[src/rtl/id_ex_register.sv]
// -----------------------------------------------------------------------------
// id_ex_register
//   Pipeline register between the ID and EX stages of a MIPS-style core.
//   Each rising CLK edge applies exactly one update mode, highest priority
//   first:
//     flush  (Flush=1)                 : every EX output and EX_Valid -> 0
//     bubble (Flush=0, ControlSrc=0)   : controls -> 0, data/fields captured,
//                                        EX_Valid -> 0, bubble counter +1
//     normal (Flush=0, ControlSrc=1)   : everything captured, EX_Valid -> 1
//   All outputs are registered; Reset (active low) clears them asynchronously.
//
// Ports
//   CLK, Reset                     clock, async active-low reset
//   ControlSrc, Flush              hazard-unit / branch-resolution controls
//   ID_PC4/ReadData1/ReadData2/Imm32 (32)  -> EX_* (32)
//   ID_rs/rt/rd/sa (5)                     -> EX_* (5)
//   ID_RegWre/MemRead/MemWrite/ALUSrcA/ALUSrcB/DBDataSrc (1),
//   ID_RegDst (2), ID_ALUOp (3)            -> EX_* (same widths)
//   EX_Valid (1)                   1 = real instruction in EX
//   BubbleCount (16)               saturating count of bubbles since reset
//
// Configuration
//   ID_EX_BUBBLE_CNT_EN : when defined, BubbleCount is a live saturating
//   counter; otherwise the port is tied to 16'h0000 and no counter exists.
// -----------------------------------------------------------------------------
module id_ex_register (
  input  logic        CLK,
  input  logic        Reset,
  input  logic        ControlSrc,
  input  logic        Flush,
  input  logic [31:0] ID_PC4,
  input  logic [31:0] ID_ReadData1,
  input  logic [31:0] ID_ReadData2,
  input  logic [31:0] ID_Imm32,
  input  logic [4:0]  ID_rs,
  input  logic [4:0]  ID_rt,
  input  logic [4:0]  ID_rd,
  input  logic [4:0]  ID_sa,
  input  logic        ID_RegWre,
  input  logic        ID_MemRead,
  input  logic        ID_MemWrite,
  input  logic        ID_ALUSrcA,
  input  logic        ID_ALUSrcB,
  input  logic        ID_DBDataSrc,
  input  logic [1:0]  ID_RegDst,
  input  logic [2:0]  ID_ALUOp,
  output logic [31:0] EX_PC4,
  output logic [31:0] EX_ReadData1,
  output logic [31:0] EX_ReadData2,
  output logic [31:0] EX_Imm32,
  output logic [4:0]  EX_rs,
  output logic [4:0]  EX_rt,
  output logic [4:0]  EX_rd,
  output logic [4:0]  EX_sa,
  output logic        EX_RegWre,
  output logic        EX_MemRead,
  output logic        EX_MemWrite,
  output logic        EX_ALUSrcA,
  output logic        EX_ALUSrcB,
  output logic        EX_DBDataSrc,
  output logic [1:0]  EX_RegDst,
  output logic [2:0]  EX_ALUOp,
  output logic        EX_Valid,
  output logic [15:0] BubbleCount
);

  logic flush_mode_s;
  logic bubble_mode_s;

  // Decode the single update mode for this edge (flush outranks bubble).
  always_comb begin
    flush_mode_s  = 1'b0;
    bubble_mode_s = 1'b0;
    if (Flush) begin
      flush_mode_s = 1'b1;
    end else if (!ControlSrc) begin
      bubble_mode_s = 1'b1;
    end else begin
      flush_mode_s  = 1'b0;
      bubble_mode_s = 1'b0;
    end
  end

  // Data and register-field payload: cleared only by flush, kept on bubble.
  always_ff @(posedge CLK or negedge Reset) begin
    if (!Reset) begin
      EX_PC4       <= 32'h0000_0000;
      EX_ReadData1 <= 32'h0000_0000;
      EX_ReadData2 <= 32'h0000_0000;
      EX_Imm32     <= 32'h0000_0000;
      EX_rs        <= 5'd0;
      EX_rt        <= 5'd0;
      EX_rd        <= 5'd0;
      EX_sa        <= 5'd0;
    end else if (flush_mode_s) begin
      EX_PC4       <= 32'h0000_0000;
      EX_ReadData1 <= 32'h0000_0000;
      EX_ReadData2 <= 32'h0000_0000;
      EX_Imm32     <= 32'h0000_0000;
      EX_rs        <= 5'd0;
      EX_rt        <= 5'd0;
      EX_rd        <= 5'd0;
      EX_sa        <= 5'd0;
    end else begin
      EX_PC4       <= ID_PC4;
      EX_ReadData1 <= ID_ReadData1;
      EX_ReadData2 <= ID_ReadData2;
      EX_Imm32     <= ID_Imm32;
      EX_rs        <= ID_rs;
      EX_rt        <= ID_rt;
      EX_rd        <= ID_rd;
      EX_sa        <= ID_sa;
    end
  end

  // Control word and valid flag: zeroed by both flush and bubble, so a
  // stalled load never leaves EX_MemRead high for a second cycle.
  always_ff @(posedge CLK or negedge Reset) begin
    if (!Reset) begin
      EX_RegWre    <= 1'b0;
      EX_MemRead   <= 1'b0;
      EX_MemWrite  <= 1'b0;
      EX_ALUSrcA   <= 1'b0;
      EX_ALUSrcB   <= 1'b0;
      EX_DBDataSrc <= 1'b0;
      EX_RegDst    <= 2'b00;
      EX_ALUOp     <= 3'b000;
      EX_Valid     <= 1'b0;
    end else if (flush_mode_s || bubble_mode_s) begin
      EX_RegWre    <= 1'b0;
      EX_MemRead   <= 1'b0;
      EX_MemWrite  <= 1'b0;
      EX_ALUSrcA   <= 1'b0;
      EX_ALUSrcB   <= 1'b0;
      EX_DBDataSrc <= 1'b0;
      EX_RegDst    <= 2'b00;
      EX_ALUOp     <= 3'b000;
      EX_Valid     <= 1'b0;
    end else begin
      EX_RegWre    <= ID_RegWre;
      EX_MemRead   <= ID_MemRead;
      EX_MemWrite  <= ID_MemWrite;
      EX_ALUSrcA   <= ID_ALUSrcA;
      EX_ALUSrcB   <= ID_ALUSrcB;
      EX_DBDataSrc <= ID_DBDataSrc;
      EX_RegDst    <= ID_RegDst;
      EX_ALUOp     <= ID_ALUOp;
      EX_Valid     <= 1'b1;
    end
  end

`ifdef ID_EX_BUBBLE_CNT_EN
  logic [15:0] bubble_cnt_r;

  // Saturating bubble counter; flush and normal edges leave it untouched.
  always_ff @(posedge CLK or negedge Reset) begin
    if (!Reset) begin
      bubble_cnt_r <= 16'h0000;
    end else if (bubble_mode_s && (bubble_cnt_r != 16'hFFFF)) begin
      bubble_cnt_r <= bubble_cnt_r + 16'h0001;
    end else begin
      bubble_cnt_r <= bubble_cnt_r;
    end
  end

  assign BubbleCount = bubble_cnt_r;
`else
  assign BubbleCount = 16'h0000;
`endif

endmodule
[config.mk]
export PLATFORM = sky130hd
export DESIGN_NAME = id_ex_register
export DESIGN_NICKNAME = d
export VERILOG_FILES = /design/src/rtl/id_ex_register.sv
export SDC_FILE = /design/constraint.sdc
export NUM_CORES = 1
export LEC_CHECK = 0
export CORE_AREA = 2 2 131 133
export CTS_CLUSTER_DIAMETER = 80
export DETAILED_ROUTE_END_ITERATION = 8
export DIE_AREA = 0 0 133 135
export PLACE_DENSITY = 0.83
export SYNTH_ARGS = -nofsm -noshare
export SYNTH_HDL_FRONTEND = slang
export SYNTH_SLANG_ARGS = --single-unit
[constraint.sdc]
create_clock -name CLK -period 0.8 [get_ports CLK]
set_input_delay 0.2 -clock CLK [delete_from_list [all_inputs] [get_ports CLK]]
set_output_delay 0.2 -clock CLK [all_outputs]
set_load 0.02 [all_outputs]
==> metrics.md <==
| Metric | Value |
|---|---|
| CP max FO | 1 |
| Kind of critical path | flop to primary output |
| Top delay family on crit path | flip-flops |
| Simple-Gate Fraction of Synth Area | 19.6% |
| Wire length on met2 | 8140 um |
| Combinational family with the most area after synthesis | simple AND/OR/NAND/NOR gates |
| Seq cells post-synth | 160 |
| Post-synthesis mux area share | 0% |
| Power Dens Cells | 2010 nW/um^2 |
| Vias per Instance | 4.05 |
| Startpoint types | flop |
| # fillers | 1246 |
| Achievable frequency | 853 MHz |
| Die width | 133 um |
| Endpoints failing hold | 0 |
| Share of layout cells above drive strength 1 | 30.7% |
| Max_cap viols | 0 |
| Placed cell area | 8880 um^2 |
| Post-Route WL | 15400 um |
| Max-slew violations | 0 |
| CP max stage delay | 0.41 ns |
| WP depth | 1 |
| Layout Nets | 869 |
| Crit path buffers/inverters | 1 |
| CP Cell Sequence | buf_12 |
| Yosys warns | 0 |
| Die area | 18000 um^2 |
| Outcome | finished, violations left |
| Finished Layout Cells | 939 |
| Yosys top cell by area | dfrtp_1 |
| Worst EP arrival | 0.97 ns |
| Core area | 16400 um^2 |
| CTS tree | yes |
| Die Ht | 135 um |
| Post-route cell area | 9660 um^2 |
| Routed wl met3 | 1580 um |
| Met1 WL | 5280 um |
| Critical Path Slowest Stage Cell | dfrtp_1 |
| Area grow syn2layout | 84.4% |
| Syn avg cell area | 14.8 um^2 |
| Seq/Total Area, Yosys | 76.4% |
| First-pass GRT wire length | 23300 um |
| CP Data Required Time | 0.60 ns |
| Synth Area in Adders | 0% |
| Pin count of the biggest net entering global routing | 51 |
| Cells after DPL | 906 |
| Violated checks | negative setup slack |
| Clock sink count | 160 |
| Multi-input combinational cell area | 1090 um^2 |
| H-tree depth | 4 |
| RSZ-0062 raised after global routing | yes |
| Total track usage | 17.6% |
| Post-Syn Area | 5240 um^2 |
| Rows | 47 |
| Top-level port count | 339 |
| Synth Instances | 355 |
| Vias in the first global route | 4223 |
| Endpoint class of the critical path | primary output |
| CTS root buf | clkbuf_16 |
| DP HPWL | 11700 um |
| PortBufs | 322 |
| First-pass DRT Iterations | 4 |
| Peak supply drop | 1280 uV |
| Final Wtd Congestion | 0.779 |
| Post-DR wirelength/cell | 16.4 um |
| GRT overflow | 0 |
| Clock Path Buffers | 2 |
| Synth top area cells | dfrtp_1 76%, nor2b_1 18%, buf_4 2.3% |
| XOR/XNOR share of the synthesized area | 0% |
| P_leak | 4.58 nW |
| Uppermost routed layer | met4 |
| Tmin final | 1.17 ns |
| Total Power | 19.4 mW |
| Ant. Diodes | 0 |
| Compound-Gate Fraction of Synth Area | 0% |
| Reg area | 4000 um^2 |
| Initial drt markers | 101 |
| Clock transition at path regs | 0.07 ns |
| Final setup vio count | 160 |
| Final WS setup | -0.372 ns |
| Final setup TNS | -51.20 ns |
| TritonCTS Buffers | 17 |
| Initial antenna violation count | 0 |
| Crit share post-route | 147% |
| Min-Delay Path Class | input pin to async pin |
| Initial Util | 31.9% |
| Post-route DRC | 0 |
| Via count | 3801 |
| Antenna viol nets, final | 0 |
| Yosys cell types | 7 |
| Synth top area share | 76.4% |
[metrics by stage]
step	setup slack, ns	utilization, %	hold WS (ns)
2_1_floorplan	0.0239	-	-0.0956
6_report	-0.372	58.9	0.194
4_1_cts	-0.394	58.8	0.177
3_5_place_dp	-0.404	54.1	0.0601
3_3_place_gp	-0.407	54.1	0.0604
5_1_grt	-0.409	58.9	0.212
[placed cells by master (no fill, tap or decap)]
master,count
conb_1,16
clkbuf_1,1
clkinv_2,3
dfrtp_1,160
clkinvlp_4,3
buf_12,7
clkbuf_16,17
nor2b_1,149
bufinv_16,1
buf_4,22
and3b_1,11
inv_6,3
dlygate4sd3_1,1
clkinv_4,3
inv_8,1
buf_6,161
clkdlybuf4s50_1,160
[cell usage after synthesis, drive strengths merged]
library cell,count
dfrtp,160
nor2b,149
clkbuf,7
conb,1
buf,27
and3b,11
[cells by family (layout without fill, tap and decap cells)]
| group | count (synthesis) | count (layout) |
|---|---|---|
| buffers and inverters | 34 | 383 |
| and+or+nand+nor | 160 | 160 |
| other | 1 | 16 |
| DFF | 160 | 160 |
[layer usage]
layer | vias to the layer above | global-route usage, %
li1 | 1747 | -
met1 | 1799 | 18.0
met2 | 226 | 31.5
met3 | 29 | 7.28
met4 | 0 | 7.83
met5 | - | 0
[power breakdown]
group          internal [mW]  switching, mW
clock                   4.32           3.32
combinational           1.77           1.31
sequential              8.50          0.196
[timing repair]
item | 4_1_cts | 5_1_grt
pin swaps | 0 | 0
setup endpoints to repair | 160 | 181
setup buffers | 0 | 0
endpoints found under the hold margin | 160 | 0
gates resized for setup | 950 | 1
hold buffers | 1 | 0
[final timing paths]
check | startpoint | end | slack (ns)
worst max-delay path | EX_ALUOp[0]$_DFF_PN0_ | EX_ALUOp[0] | -0.37
worst min-delay path | Reset | EX_ReadData2[27]$_DFF_PN0_ | 0.19
max in group asynchronous | Reset | EX_Imm32[14]$_DFF_PN0_ | 0.11
min in group CLK | Flush | EX_Imm32[13]$_DFF_PN0_ | 0.22
[sequential cells by signal, summed over array words and instances (netlist names), 3 cells and up]
signal and flops:
EX_Imm32 32, EX_PC4 32, EX_ReadData1 32, EX_ReadData2 32
EX_rd 5, EX_rs 5, EX_rt 5, EX_sa 5
EX_ALUOp 3
[area by class of cell]
cell class,count,area share (%)
clock inverters,14,1.36
well taps,220,2.85
flip-flops and latches,160,41.5
clock buffers,18,4.44
multi-input cells,176,11.3
repair buffers,351,38.6
Power figures use the tool's default switching activity.
